--- src/rtl/alarm_pkg.sv ---
// Shared types and helpers for the multi-channel alarm clock.
// BCD hh:mm layout, channel state encoding and the load range check.
package alarm_pkg;

  typedef struct packed {
    logic [3:0] hd;
    logic [3:0] ho;
    logic [3:0] md;
    logic [3:0] mo;
  } bcd_hhmm_t;

  typedef enum logic [1:0] {
    IDLE    = 2'd0,
    RINGING = 2'd1,
    SNOOZED = 2'd2
  } alarm_state_e;

  localparam logic [3:0] MAX_HOURDEC      = 4'd2;
  localparam logic [3:0] MAX_HOURONE_AT_2 = 4'd3;
  localparam logic [3:0] MAX_MINDEC       = 4'd5;

  function automatic logic bcd_hhmm_valid(input bcd_hhmm_t t);
    return (t.hd <= MAX_HOURDEC) && (t.ho <= 4'd9) &&
           ((t.hd != MAX_HOURDEC) || (t.ho <= MAX_HOURONE_AT_2)) &&
           (t.md <= MAX_MINDEC) && (t.mo <= 4'd9);
  endfunction

endpackage

--- src/rtl/alarm_clock_multi_if.sv ---
// Control/status bundle between the alarm clock core and its host.
// The host side drives loads, writes and stop/snooze; the core reports time and ring state.
interface alarm_clock_multi_if #(
  parameter int NUM_ALARMS = 4,
  parameter int SEL_W      = (NUM_ALARMS > 1) ? $clog2(NUM_ALARMS) : 1
);
  import alarm_pkg::*;

  logic                  time_ld;
  bcd_hhmm_t             time_init;
  logic                  alm_wr;
  logic [SEL_W-1:0]      alm_sel;
  bcd_hhmm_t             alm_time;
  logic                  alm_en;
  logic                  stop;
  logic                  snooze;
  bcd_hhmm_t             time_now;
  logic [7:0]            sec_now;
  logic                  sec_tick_o;
  logic                  load_err;
  logic [NUM_ALARMS-1:0] ring_vec;
  logic [NUM_ALARMS-1:0] snz_vec;
  logic                  ring;

  modport master (
    output time_ld, time_init, alm_wr, alm_sel, alm_time, alm_en, stop, snooze,
    input  time_now, sec_now, sec_tick_o, load_err, ring_vec, snz_vec, ring
  );

  modport slave (
    input  time_ld, time_init, alm_wr, alm_sel, alm_time, alm_en, stop, snooze,
    output time_now, sec_now, sec_tick_o, load_err, ring_vec, snz_vec, ring
  );

endinterface

--- src/rtl/alarm_channel.sv ---
// One alarm channel: stored alarm time/enable plus the ring/snooze/stop FSM.
// A single down-counter serves both the ring window and the snooze delay.
module alarm_channel
  import alarm_pkg::*;
#(
  parameter int RING_SECS  = 60,
  parameter int SNOOZE_MIN = 5
) (
  input  logic      clk,
  input  logic      rst,
  input  logic      wr,
  input  bcd_hhmm_t wr_time,
  input  logic      wr_en,
  input  bcd_hhmm_t time_now,
  input  logic      min_strobe,
  input  logic      sec_tick,
  input  logic      stop,
  input  logic      snooze,
  output logic      ringing,
  output logic      snoozed
);
  localparam int SNZ_SECS = SNOOZE_MIN * 60;
  localparam int CNT_MAX  = (RING_SECS > SNZ_SECS) ? RING_SECS : SNZ_SECS;
  localparam int CW       = $clog2(CNT_MAX + 1);

  localparam logic [1:0] S_IDLE = IDLE;
  localparam logic [1:0] S_RING = RINGING;
  localparam logic [1:0] S_SNZ  = SNOOZED;

  logic [1:0]    st;
  logic [CW-1:0] cnt;
  bcd_hhmm_t     alarm;
  logic          en;

  always_ff @(posedge clk or posedge rst) begin
    if (rst) begin
      st    <= S_IDLE;
      cnt   <= '0;
      alarm <= '0;
      en    <= 1'b0;
    end else begin
      if (wr) begin
        alarm <= wr_time;
        en    <= wr_en;
      end
      // disabling a channel silences it immediately, whatever it was doing
      if (wr && !wr_en) begin
        st <= S_IDLE;
      end else begin
        case (st)
          S_IDLE: begin
            if (en && min_strobe && (time_now == alarm)) begin
              st  <= S_RING;
              cnt <= CW'(RING_SECS);
            end
          end
          S_RING: begin
            if (stop) begin
              st <= S_IDLE;
            end else if (snooze) begin
              st  <= S_SNZ;
              cnt <= CW'(SNZ_SECS);
            end else if (sec_tick) begin
              cnt <= cnt - CW'(1);
              if (cnt == CW'(1)) st <= S_IDLE;
            end
          end
          S_SNZ: begin
            if (stop) begin
              st <= S_IDLE;
            end else if (sec_tick) begin
              cnt <= cnt - CW'(1);
              if (cnt == CW'(1)) begin
                st  <= S_RING;
                cnt <= CW'(RING_SECS);
              end
            end
          end
          default: st <= S_IDLE;
        endcase
      end
    end
  end

  assign ringing = (st == S_RING);
  assign snoozed = (st == S_SNZ);

endmodule

--- src/rtl/alarm_clock_multi.sv ---
// Single-clock alarm clock: 1 s tick divider, BCD hh:mm:ss counter,
// write decode and NUM_ALARMS independent alarm channels.
module alarm_clock_multi
  import alarm_pkg::*;
#(
  parameter int TICK_DIV   = 100000000,
  parameter int NUM_ALARMS = 4,
  parameter int RING_SECS  = 60,
  parameter int SNOOZE_MIN = 5
) (
  input logic               clk,
  input logic               rst,
  alarm_clock_multi_if.slave bus
);
  localparam int TW    = (TICK_DIV > 1) ? $clog2(TICK_DIV) : 1;
  localparam int SEL_W = (NUM_ALARMS > 1) ? $clog2(NUM_ALARMS) : 1;

  logic [TW-1:0] tick_cnt;
  logic          sec_tick;
  logic          ld_ok, wr_ok, min_strobe, load_err;
  bcd_hhmm_t     hm, hm_n;
  logic [3:0]    sd, so, sd_n, so_n;
  logic [NUM_ALARMS-1:0] ring_v, snz_v;

  assign sec_tick = (tick_cnt == TW'(TICK_DIV - 1));
  assign ld_ok    = bus.time_ld && bcd_hhmm_valid(bus.time_init);
  assign wr_ok    = bus.alm_wr && bcd_hhmm_valid(bus.alm_time) &&
                    (32'(bus.alm_sel) < NUM_ALARMS);

  always_ff @(posedge clk or posedge rst) begin
    if (rst)                   tick_cnt <= '0;
    else if (ld_ok || sec_tick) tick_cnt <= '0;
    else                       tick_cnt <= tick_cnt + TW'(1);
  end

  // ripple-carry BCD increment of hh:mm:ss, wrapping 23:59:59 -> 00:00:00
  always_comb begin
    so_n = so + 4'd1;
    sd_n = sd;
    hm_n = hm;
    if (so == 4'd9) begin
      so_n = '0;
      sd_n = sd + 4'd1;
      if (sd == 4'd5) begin
        sd_n    = '0;
        hm_n.mo = hm.mo + 4'd1;
        if (hm.mo == 4'd9) begin
          hm_n.mo = '0;
          hm_n.md = hm.md + 4'd1;
          if (hm.md == 4'd5) begin
            hm_n.md = '0;
            hm_n.ho = hm.ho + 4'd1;
            if (hm.hd == 4'd2 && hm.ho == 4'd3) begin
              hm_n.hd = '0;
              hm_n.ho = '0;
            end else if (hm.ho == 4'd9) begin
              hm_n.ho = '0;
              hm_n.hd = hm.hd + 4'd1;
            end
          end
        end
      end
    end
  end

  always_ff @(posedge clk or posedge rst) begin
    if (rst) begin
      hm         <= '0;
      sd         <= '0;
      so         <= '0;
      min_strobe <= 1'b0;
      load_err   <= 1'b0;
    end else begin
      load_err <= (bus.time_ld && !ld_ok) || (bus.alm_wr && !wr_ok);
      if (ld_ok) begin
        hm         <= bus.time_init;
        sd         <= '0;
        so         <= '0;
        min_strobe <= 1'b0;
      end else if (sec_tick) begin
        hm         <= hm_n;
        sd         <= sd_n;
        so         <= so_n;
        min_strobe <= (sd == 4'd5) && (so == 4'd9);
      end else begin
        min_strobe <= 1'b0;
      end
    end
  end

  for (genvar i = 0; i < NUM_ALARMS; i++) begin : g_ch
    alarm_channel #(
      .RING_SECS  (RING_SECS),
      .SNOOZE_MIN (SNOOZE_MIN)
    ) u_ch (
      .clk        (clk),
      .rst        (rst),
      .wr         (wr_ok && (bus.alm_sel == SEL_W'(i))),
      .wr_time    (bus.alm_time),
      .wr_en      (bus.alm_en),
      .time_now   (hm),
      .min_strobe (min_strobe),
      .sec_tick   (sec_tick),
      .stop       (bus.stop),
      .snooze     (bus.snooze),
      .ringing    (ring_v[i]),
      .snoozed    (snz_v[i])
    );
  end

  assign bus.time_now   = hm;
  assign bus.sec_now    = {sd, so};
  assign bus.sec_tick_o = sec_tick;
  assign bus.load_err   = load_err;
  assign bus.ring_vec   = ring_v;
  assign bus.snz_vec    = snz_v;
  assign bus.ring       = |ring_v;

endmodule

--- src/flat_wrapper.sv ---
// flat-port wrapper written by rule: the top's interface ports become plain ports
module alarm_clock_multi_flat import alarm_pkg::*;
#(
  parameter int TICK_DIV   = 100000000,
  parameter int NUM_ALARMS = 4,
  parameter int RING_SECS  = 60,
  parameter int SNOOZE_MIN = 5
)
  (clk, rst, bus_time_ld, bus_time_init, bus_alm_wr, bus_alm_sel, bus_alm_time, bus_alm_en, bus_stop, bus_snooze, bus_time_now, bus_sec_now, bus_sec_tick_o, bus_load_err, bus_ring_vec, bus_snz_vec, bus_ring);
  alarm_clock_multi_if #(.NUM_ALARMS(NUM_ALARMS)) bus_i ();
  input logic clk;
  input logic rst;
  input wire logic [$bits(bus_i.time_ld)-1:0] bus_time_ld;
  input wire logic [$bits(bus_i.time_init)-1:0] bus_time_init;
  input wire logic [$bits(bus_i.alm_wr)-1:0] bus_alm_wr;
  input wire logic [$bits(bus_i.alm_sel)-1:0] bus_alm_sel;
  input wire logic [$bits(bus_i.alm_time)-1:0] bus_alm_time;
  input wire logic [$bits(bus_i.alm_en)-1:0] bus_alm_en;
  input wire logic [$bits(bus_i.stop)-1:0] bus_stop;
  input wire logic [$bits(bus_i.snooze)-1:0] bus_snooze;
  output wire logic [$bits(bus_i.time_now)-1:0] bus_time_now;
  output wire logic [$bits(bus_i.sec_now)-1:0] bus_sec_now;
  output wire logic [$bits(bus_i.sec_tick_o)-1:0] bus_sec_tick_o;
  output wire logic [$bits(bus_i.load_err)-1:0] bus_load_err;
  output wire logic [$bits(bus_i.ring_vec)-1:0] bus_ring_vec;
  output wire logic [$bits(bus_i.snz_vec)-1:0] bus_snz_vec;
  output wire logic [$bits(bus_i.ring)-1:0] bus_ring;
  assign bus_i.time_ld = bus_time_ld;
  assign bus_i.time_init = bus_time_init;
  assign bus_i.alm_wr = bus_alm_wr;
  assign bus_i.alm_sel = bus_alm_sel;
  assign bus_i.alm_time = bus_alm_time;
  assign bus_i.alm_en = bus_alm_en;
  assign bus_i.stop = bus_stop;
  assign bus_i.snooze = bus_snooze;
  assign bus_time_now = bus_i.time_now;
  assign bus_sec_now = bus_i.sec_now;
  assign bus_sec_tick_o = bus_i.sec_tick_o;
  assign bus_load_err = bus_i.load_err;
  assign bus_ring_vec = bus_i.ring_vec;
  assign bus_snz_vec = bus_i.snz_vec;
  assign bus_ring = bus_i.ring;
  alarm_clock_multi #(.TICK_DIV(TICK_DIV), .NUM_ALARMS(NUM_ALARMS), .RING_SECS(RING_SECS), .SNOOZE_MIN(SNOOZE_MIN)) u_core (.clk(clk), .rst(rst), .bus(bus_i));
endmodule
--- config.mk ---
export PLATFORM = sky130hd
export DESIGN_NAME = alarm_clock_multi_flat
export DESIGN_NICKNAME = d
export VERILOG_FILES = /design/src/rtl/alarm_pkg.sv /design/src/rtl/alarm_clock_multi_if.sv /design/src/rtl/alarm_channel.sv /design/src/rtl/alarm_clock_multi.sv /design/src/flat_wrapper.sv
export SDC_FILE = /design/constraint.sdc
export NUM_CORES = 1
export LEC_CHECK = 0
export ABC_AREA = 1
export BUFFER_PORTS_ARGS = -buffer_cell sky130_fd_sc_hd__buf_4
export CAP_MARGIN = 5
export CORE_MARGIN = 5
export CORE_UTILIZATION = 54
export CTS_CLUSTER_DIAMETER = 100
export DETAILED_ROUTE_END_ITERATION = 10
export GPL_TIMING_DRIVEN = 0
export PLACE_DENSITY_LB_ADDON = 0.15
export SYNTH_ARGS = -nofsm -noshare
export SYNTH_HDL_FRONTEND = slang
export SYNTH_HIERARCHICAL = 1
export SYNTH_SLANG_ARGS = --single-unit
--- constraint.sdc ---
create_clock -name clk -period 2.1 [get_ports clk]
set_input_delay 0.105 -clock clk [delete_from_list [all_inputs] [get_ports clk]]
set_output_delay 0.105 -clock clk [all_outputs]
set_load 0.1 [all_outputs]
==> impl_results.md <==
* Hold WC Path Type: primary input to flop
* Post-synth EDFFs at 0
* Ant. Diodes at 0
* Total gr overflow at 0
* Post-synthesis cell count at around 1.5k
* Final setup viols at 1
* Clock latency on the worst-skew pair at 0.43 ns
* R2r startpoint: u_core/tick_cnt[19]
* First-pass GRT wire length at roughly 44,000 µm
* Worst-Margin Slew at between 1 and 1.5 ns
* Fillers at ~1.7k
* FF-to-FF setup slack at roughly 0.09 ns
* Skew final at ~0.014 ns
* Final Power at 7.782 mW
* Mapped Avg Cell Area at between 7 and 8 µm²
* Vias per cell at 5.149
* Internal power at 5.646 mW
* Layout Nets at between 1.5k and 2k
* Die area at about 23,000 µm²
* CP arrival at 2.45 ns
* Relative slew margins at 0.2288
* Placer Congestion at between 0.9 and 1
* Fin. Hold Viols at 0
* CTS root buf: clkbuf_16
* Leakage power at 6.225 nW
* Port bufs at 75
* Worst-path clk slew at roughly 0.07 ns
* Clk network pwr share at 0.410
* Starting Density at 0.5471
* Reg2Reg Depth at 11
* Vias at ~10k
* Largest net degree at the start of global routing at between 40 and 50
* Comb pwr share at 0.133
* Final WL at about 27,000 µm
* H-tree Lvls at 4
* Die Ht at between 150 and 200 µm
* Layout cells sized above 1 at 0.1738
* Syn_nets at between 1.5k and 2k
* Tmin final at 2.120 ns
* Reg power frac at 0.457
* Peak VDD IR at 0.5024 mV
* Critical setup path kind: primary input to flop
* Detailed-route wire length per cell at about 15 µm
* Switching Power at 2.136 mW
* Drt initial violations at 726
* # rows at 51
* DRC at 0
* Hpwl dp at ~19,000 µm
* Req. time, crit path at approximately 2.4 ns
* Outcome: complete, but fails checks
* RSZ-0062 raised after global routing: true
* Hold depth at 5
* Max-slew violations at 0
* TritonCTS Buffers at 17
* Beginning of the worst hold path: bus_time_init[6]
* CP Capture Type: flop
* Num ports at 76
* Fmax achieved at between 400 and 500 MHz
* Die width at 150.2 µm
* Final Cycle Share at 1.009
* Post-synth ARST share at 1.000
* Synth cell types at a little over 40
* Yosys reg bits at ~170
* Switch share at 0.2744
* Longest Clk Path Bufs at 2
* Synth Cell Area at between 10,000 and 15,000 µm²
* Area delta synth->final at 19.60%
* Final Worst Setup Slack at -0.01976 ns
* Hold worst-path end: u_core/bus.time_now[6]
* Worst-path fanout max at 10
* Failing checks: setup timing
* Finished Layout Cells at around 1.9k
* Finished Core Util at 0.6544
* Power density cells at between 600 and 700 nW/µm²
* Reg2reg end: u_core/g_ch[0].u_ch/st[0]
* Sinks on Clock Net at around 170
* Worst setup SP type: primary input
* Max_cap viols at 0
* Placed cells at around 1.8k
* CTS tree: built
* Register area share after synthesis at 0.3890
* DRT Pass-1 Iters at 5
* Post-DRT Antenna Nets at 0
* Initial antenna violation count at 0
* Vias in the first global route at 9,069
* Synth Flop Type: dfrtp_1
* Synth warn at 6
* GR Util All Layers at 0.2464
* Core area at just under 20,000 µm²
## cell type report
| class | count | area (µm²) | share of cell area |
|---|---|---|---|
| Buffer | 22 | 138.9 | 0.01094 |
| Timing Repair Buffer | 124 | 1071 | 0.08437 |
| Tap cell | 265 | 331.6 | 0.02612 |
| Clock inverter | 12 | 142.6 | 0.01124 |
| Sequential cell | 165 | 4146 | 0.3266 |
| Multi-Input combinational cell | 1075 | 5619 | 0.4426 |
| Inverter | 210 | 788.3 | 0.06209 |
| Clock buffer | 20 | 456.7 | 0.03597 |
## layer usage
layer,wire length (µm),global-route usage,vias up
met5,0,0,-
met1,12330,0.3298,4565
met2,13230,0.4109,247
met3,1325,0.04666,42
met4,577,0.06953,0
li1,-,-,4893
## worst max-delay path by stage
stage	endpoint	cells after the start	from	slack, ns
floorplan	u_core/g_ch[0].u_ch/cnt[2]	11	u_core/tick_cnt[8]	-0.13
global placement	u_core/g_ch[2].u_ch/alarm[0]	12	bus_alm_time[15]	-0.49
detailed placement	u_core/g_ch[2].u_ch/alarm[1]	12	bus_alm_time[15]	-0.52
CTS	bus_ring	4	u_core/g_ch[1].u_ch/st[1]	0.04
global route	u_core/g_ch[1].u_ch/cnt[2]	17	bus_alm_time[15]	-0.05
finish	u_core/g_ch[3].u_ch/alarm[14]	12	bus_alm_time[15]	-0.02
## synthesized netlist by cell type, types with 14 or more instances
cell | n | share of area
nand3_1 | 86 | 0.041
nand4_1 | 30 | 0.018
nand2_1 | 458 | 0.16
a21oi_1 | 14 | 0.0066
dfrtp_1 | 165 | 0.39
xnor2_1 | 32 | 0.026
inv_1 | 198 | 0.070
ha_1 | 35 | 0.041
o21ai_0 | 86 | 0.041
nor3_1 | 19 | 0.0090
nor2_1 | 158 | 0.056
xor2_1 | 28 | 0.023
o21ai_2 | 26 | 0.021
## cell usage in the layout, fill, tap and decap left out, types with 5 or more instances in the layout
master and n:
ha_1 26, nand2_4 12, inv_6 5, clkbuf_2 6
a21oi_1 14, nor2_1 153, inv_1 188, buf_6 7
nand4_1 30, clkbuf_1 7, o21ai_1 12, clkbuf_16 17
dfrtp_1 151, xnor2_1 32, nor3_1 18, inv_2 22
o21ai_2 26, o21ai_0 86, dfrtp_2 14, ha_2 9
nand3_1 86, nand2_1 458, xor2_1 28, or2_1 5
o21a_1 5, nor2_4 10, dlygate4sd3_1 24, buf_4 96
nand2_2 12, or2_2 13, nor2_2 8
## registers in the layout, indices dropped and copies added (netlist names)
signal                  count
u_core/g_ch.u_ch/en         4
u_core/tick_cnt            27
u_core/bus.time_now        16
u_core/min_strobe           1
u_core/bus.load_err         1
u_core/g_ch.u_ch/st         8
u_core/sd                   4
u_core/g_ch.u_ch/cnt       36
u_core/so                   4
u_core/g_ch.u_ch/alarm     64
## critical path, cell delays in order
cell and delay, ns:
buf_4 0.12, or2_2 0.31, nor2_1 0.11, and3_1 0.18, nand2_1 0.14, nor2_1 0.21
nand2_1 0.10, nor2_1 0.19, clkbuf_1 0.41, clkbuf_2 0.36, nand2_1 0.11, o21ai_0 0.11
## per-stage QoR
step / instance area [µm²] / hold WS (ns) / TNS [ns] / setup WS, ns
2_1_floorplan: 10660 / 0.1704 / -4.110 / -0.1279
3_3_place_gp: 11550 / 0.3588 / -34.10 / -0.4885
3_5_place_dp: 11570 / 0.09830 / -31.30 / -0.5170
4_1_cts: 12440 / 0.001516 / 0 / 0.03774
5_1_grt: 12690 / 0.007000 / -0.4525 / -0.05252
6_report: 12690 / 0.006773 / -0.01976 / -0.01976
## power groups by stage
stage          logic, mW  registers, mW  clock network [mW]
6_report            1.04           3.55                3.19
5_1_grt             1.16           3.58                3.41
2_1_floorplan      0.573           3.67                   0
3_3_place_gp       0.883           3.61                   0
4_1_cts            0.956           3.55                3.25
3_5_place_dp       0.910           3.61                   0
## kinds of logic after synthesis
| kind of cell | count (synthesis) | share of synthesized area |
|---|---|---|
| AO/OA/AOI/OAI | 164 | 0.09773 |
| buffers and inverters | 232 | 0.08664 |
| XOR/XNOR | 60 | 0.04951 |
| AND/OR/NAND/NOR | 816 | 0.3359 |
| adder cells (fa/ha/maj) | 35 | 0.04126 |
| flip-flops | 165 | 0.3890 |
## timing repair
item	in CTS	in global routing
hold endpoints to repair	123	0
resized for setup	4	19
buffers inserted	2	19
hold buffers	24	0
endpoints found under the setup margin	47	76
pin swaps	1	5
(Power assumes the default switching activity.)
